`src/rtl/demux1x8_tdm.sv`:
```
// ---------------------------------------------------------------------------
// demux1x8_tdm
//
// Purpose:
//   1:8 time-division demultiplexer. A serial sample stream (one sample per
//   accepted cycle) is distributed over 8 lanes. A 3-bit slot counter picks
//   the lane for each accepted sample. Samples collect in a shadow buffer.
//   When the 8th sample of a frame arrives, the whole frame is published to
//   dout in a single cycle. Consumers therefore never see a partial frame.
//
// Optional feature:
//   FRAME_SYNC_EN - when defined, adds the frame_sync input. frame_sync
//                   realigns the slot counter to lane 0 and abandons any
//                   partial frame.
//
// Ports:
//   clk          in   1         rising-edge clock
//   rst          in   1         asynchronous, active-high reset
//   din          in   WIDTH     serial sample
//   din_valid    in   1         din accepted this cycle (no back-pressure)
//   frame_sync   in   1         (FRAME_SYNC_EN only) force sample to slot 0
//   dout         out  8*WIDTH   published frame, lane k = dout[k*WIDTH +: WIDTH]
//   frame_valid  out  1         one-cycle pulse: dout updated this cycle
//   lane_strobe  out  8         one-hot lane written by previous accepted sample
//   slot         out  3         slot the next accepted sample will occupy;
//                               this is also the FSM state, exposed for debug
//
// Handshake: din_valid is a valid-only strobe. There is no ready, and every
// cycle with din_valid=1 consumes din exactly once.
// ---------------------------------------------------------------------------
module demux1x8_tdm #(
  parameter int WIDTH = 1
) (
  input  logic               clk,
  input  logic               rst,
  input  logic [WIDTH-1:0]   din,
  input  logic               din_valid,
`ifdef FRAME_SYNC_EN
  input  logic               frame_sync,
`endif
  output logic [8*WIDTH-1:0] dout,
  output logic               frame_valid,
  output logic [7:0]         lane_strobe,
  output logic [2:0]         slot
);

  // The FSM state is the slot counter itself. S0..S7 map directly to the slot value.
  typedef enum logic [2:0] {
    S0 = 3'd0,
    S1 = 3'd1,
    S2 = 3'd2,
    S3 = 3'd3,
    S4 = 3'd4,
    S5 = 3'd5,
    S6 = 3'd6,
    S7 = 3'd7
  } slot_e;

  slot_e              state_q;
  slot_e              state_d;
  logic [WIDTH-1:0]   shadow_q [8];
  logic [WIDTH-1:0]   shadow_d [8];
  logic [8*WIDTH-1:0] dout_d;
  logic               frame_valid_d;
  logic [7:0]         lane_strobe_d;
  logic               sync;

`ifdef FRAME_SYNC_EN
  assign sync = frame_sync;
`else
  assign sync = 1'b0;
`endif

  assign slot = state_q;

  // Next-state, shadow and output logic.
  always_comb begin
    state_d       = state_q;
    shadow_d      = shadow_q;
    dout_d        = dout;
    frame_valid_d = 1'b0;
    lane_strobe_d = 8'h00;

    if (din_valid) begin
      if (sync) begin
        // Realign: this sample starts a new frame in lane 0. Lanes 1..7 of
        // the shadow keep stale data until the new frame overwrites them.
        // No publish happens, even if the counter was at slot 7.
        shadow_d[0]   = din;
        lane_strobe_d = 8'h01;
        state_d       = S1;
      end else begin
        shadow_d[state_q] = din;
        lane_strobe_d     = 8'h01 << state_q;
        case (state_q)
          S0:      state_d = S1;
          S1:      state_d = S2;
          S2:      state_d = S3;
          S3:      state_d = S4;
          S4:      state_d = S5;
          S5:      state_d = S6;
          S6:      state_d = S7;
          S7:      state_d = S0;
          default: state_d = S0;
        endcase
        if (state_q == S7) begin
          // The lane-7 sample bypasses the shadow so the frame publishes on
          // the same edge that accepts it.
          for (int k = 0; k < 7; k++) begin
            dout_d[k*WIDTH +: WIDTH] = shadow_q[k];
          end
          dout_d[7*WIDTH +: WIDTH] = din;
          frame_valid_d            = 1'b1;
        end
      end
    end else if (sync) begin
      // A sync on an idle cycle only realigns the counter.
      state_d = S0;
    end
  end

  // State and datapath registers.
  always_ff @(posedge clk or posedge rst) begin
    if (rst) begin
      state_q     <= S0;
      dout        <= '0;
      frame_valid <= 1'b0;
      lane_strobe <= 8'h00;
      for (int k = 0; k < 8; k++) begin
        shadow_q[k] <= '0;
      end
    end else begin
      state_q     <= state_d;
      dout        <= dout_d;
      frame_valid <= frame_valid_d;
      lane_strobe <= lane_strobe_d;
      for (int k = 0; k < 8; k++) begin
        shadow_q[k] <= shadow_d[k];
      end
    end
  end

endmodule
```
`config.mk`:
```
export PLATFORM = sky130hd
export DESIGN_NAME = demux1x8_tdm
export DESIGN_NICKNAME = d
export VERILOG_FILES = /design/src/rtl/demux1x8_tdm.sv
export SDC_FILE = /design/constraint.sdc
export NUM_CORES = 1
export LEC_CHECK = 0
export BUFFER_PORTS_ARGS = -buffer_cell sky130_fd_sc_hd__buf_2
export CORE_UTILIZATION = 59
export CTS_BUF_LIST = sky130_fd_sc_hd__clkbuf_4
export CTS_CLUSTER_SIZE = 10
export DETAILED_ROUTE_END_ITERATION = 16
export PLACE_DENSITY_LB_ADDON = 0.05
export SLEW_MARGIN = 20
export SYNTH_ARGS = -nofsm -noshare
export SYNTH_HDL_FRONTEND = slang
export SYNTH_SLANG_ARGS = --single-unit
```
`constraint.sdc`:
```
create_clock -name clk -period 2.8 [get_ports clk]
set_clock_uncertainty 0.1 [all_clocks]
set_input_delay 0.42 -clock clk [delete_from_list [all_inputs] [get_ports clk]]
set_output_delay 0.42 -clock clk [all_outputs]
set_load 0.03 [all_outputs]
```
==> run metrics <==
status=finished clean; most common cell in the netlist=dfrtp_1; Rel. slew slack=38.47%; Tot GR Track Use=17.77%; critical path arrival=1.20 ns; number of gates resized after CTS=0; Overflow after GRT=0; setup bufs post-CTS=0; Root Driver=clkbuf_4; # setup viols final=0; worst path bufs/invs=1; CTS Buffer Depth=2; stages on the worst setup path=1; H-tree levels=1; mean post-synth cell area=14.66 µm²; CP Launch Point=slot[2]$_DFFE_PP0P_; Initial Utilization=63.01%; reg-to-reg critical path startpoint=slot[0]$_DFFE_PP0P_; first-pass GRT wire length=2525 µm; Via density=5.008; share of post-route cells with drive strength above 1=39.80%; Area Overhead vs Synth=12.29%; clock-pin slew on the worst setup and hold paths=0.13 ns; delay-heaviest family, CP=flip-flops; Detail Placement HPWL=1053 µm; Inserted Clock Buffers=3; Setup CP Type=reg2out; Post-synth EDFFs=0; Util after Layout=70.75%; final routed DRC violation total=0; iteration-0 DRC count of the detailed router=4; max frequency=581.0 MHz; dominant cell type by area after synthesis=dfrtp_1; Hold Vio Cnt, Final=0; Syn Inst Count=75; I/O pins=24; layout filler cell count=145; worst min-delay path class=in2async; Syn Nets=84; antenna cells=0; Warnings, synthesis=0; DP Worst Slack=1.095 ns; number of global-route vias before repair=590; maxcap violations=0; critical path endpoint=slot[2]; clock tree sinks=26; slowest CP cell=dfrtp_1; routability cong.=0.7289; final cycle utilization of the critical path=61.47%; RSZ-0062 raised after global routing=no; Die W=45.18 µm; Vias=616; WP data required=2.28 ns; initial antenna violation count=0; std cell rows=15; Power Dens Cells=1113 nW/µm²; CTS tree=done; post-synth cell types=21; Setup TNS Final=0 ns; worst-path fanout max=14; Clock Latency Late Sink=0.31 ns; die height=45.18 µm; largest cells by area after synthesis=dfrtp_1 59%, mux2_2 9.2%, mux2_1 6.1%; largest net degree at the start of global routing=27; TritonRoute pass-1 iters=3; core area=1745 µm²; I/O Buffers=23; sequential cell area fraction in the yosys report=59.16%; proportion of netlist area held by the largest area contributor=59.16%; Slew Limit Fails=0; Final min period=1.721 ns; Async S/R FF share, synth=100.0%; Critical Path End Type=primary output; most frequent cells after synthesis=26 x dfrtp_1, 9 x mux2_2, 6 x mux2_1; nets=108; reg2reg end=dout[1]$_DFFE_PP0P_; leakage=0.6419 nW; Post-CTS Hold Fix Bufs=0; Max VDD drop=0.0006156 V; Final ANT Viol Nets=0; #FFs+latches synth=26; post-synthesis cell area=1100 µm²; reg2reg path depth=4; cell chain of the critical path=buf_2; Synth Flop Type=dfrtp_1; die area=2041 µm²; Slew @ Worst Pin=0.9219 ns; final wirelength=1562 µm; PnR worst setup slack=1.079 ns; Wirelength per Cell=12.70 µm; R2R Setup Slk=1.08 ns; slowest stage delay, CP=0.61 ns; Worst Setup Start Kind=flop
## flip-flops by register name, indices dropped and copies added (netlist names)
| register | cells |
|---|---|
| shadow_q | 7 |
| dout | 8 |
| slot | 3 |
| lane_strobe | 7 |
| frame_valid | 1 |
## metal layers
layer	track usage (%)	vias to the layer above	share of wire [%]	wire length, µm
li1	-	304	-	-
met1	21.52	289	49	759
met2	29.86	19	46	715
met3	3.600	4	3.9	61
met4	9.091	0	1.6	25
met5	0	-	0	0
## cells in the final DEF (no fill, tap or decap), drive strengths merged
| master | n |
|---|---|
| nand4b | 3 |
| nor2 | 1 |
| inv | 4 |
| nor2b | 1 |
| clkbuf | 3 |
| mux2 | 15 |
| nand2 | 1 |
| nor4b | 1 |
| o21ai | 1 |
| a21oi | 1 |
| xor2 | 1 |
| and4bb | 3 |
| buf | 23 |
| dfrtp | 26 |
| ha | 5 |
| clkinv | 1 |
| nand3 | 1 |
| and3 | 3 |
| and2 | 4 |
## cells by family (layout without fill, tap and decap cells)
kind of cell / after synthesis / after routing / synth area share (%)
xor gates and xnor gates: 1 / 1 / 0.7965
DFF: 26 / 26 / 59.16
AOI/OAI and AO/OA: 2 / 2 / 0.9093
buffers and inverters: 8 / 31 / 4.777
adders and majority gates: 5 / 5 / 5.688
muxes: 15 / 15 / 15.36
and+or+nand+nor: 18 / 18 / 13.31
## through the flow
stage          std cells  cell area [µm²]  hold WS [ns]  power [mW]
5_1_grt              123             1235        0.2720       1.464
2_1_floorplan         75             1100        0.3522       1.097
3_5_place_dp         119             1209        0.3734       1.231
6_report             123             1235        0.1833       1.374
3_3_place_gp         119             1209        0.3648       1.212
4_1_cts              123             1235        0.2162       1.389
## area by class of cell
cell class	count	area [µm²]	area share, %
Inverter	4	15.01	1.216
Clock inverter	1	3.754	0.3040
Multi-Input combinational cell	41	396.6	32.12
Clock buffer	3	22.52	1.824
Timing Repair Buffer	23	115.1	9.321
Sequential cell	26	650.6	52.69
Tap cell	25	31.28	2.533
## worst min-delay path by stage
stage | from | slack (ns) | cells after the start | endpoint
after global routing | rst | 0.27 | 2 | dout[4]$_DFFE_PP0P_
after CTS | rst | 0.22 | 2 | dout[4]$_DFFE_PP0P_
after floorplan | shadow_q[3]$_DFFE_PP0P_ | 0.35 | 1 | shadow_q[3]$_DFFE_PP0P_
after detailed placement | shadow_q[5]$_DFFE_PP0P_ | 0.37 | 1 | shadow_q[5]$_DFFE_PP0P_
final | rst | 0.18 | 2 | shadow_q[3]$_DFFE_PP0P_
after global placement | shadow_q[5]$_DFFE_PP0P_ | 0.36 | 1 | shadow_q[5]$_DFFE_PP0P_
## report_power, final
group / internal, mW / total (mW) / leakage [nW] / switching, mW
sequential: 0.524 / 0.650 / 0.327 / 0.127
clock: 0.0521 / 0.155 / 0.0154 / 0.103
combinational: 0.225 / 0.568 / 0.299 / 0.344
No activity file was read; power rests on OpenSTA's default activity.
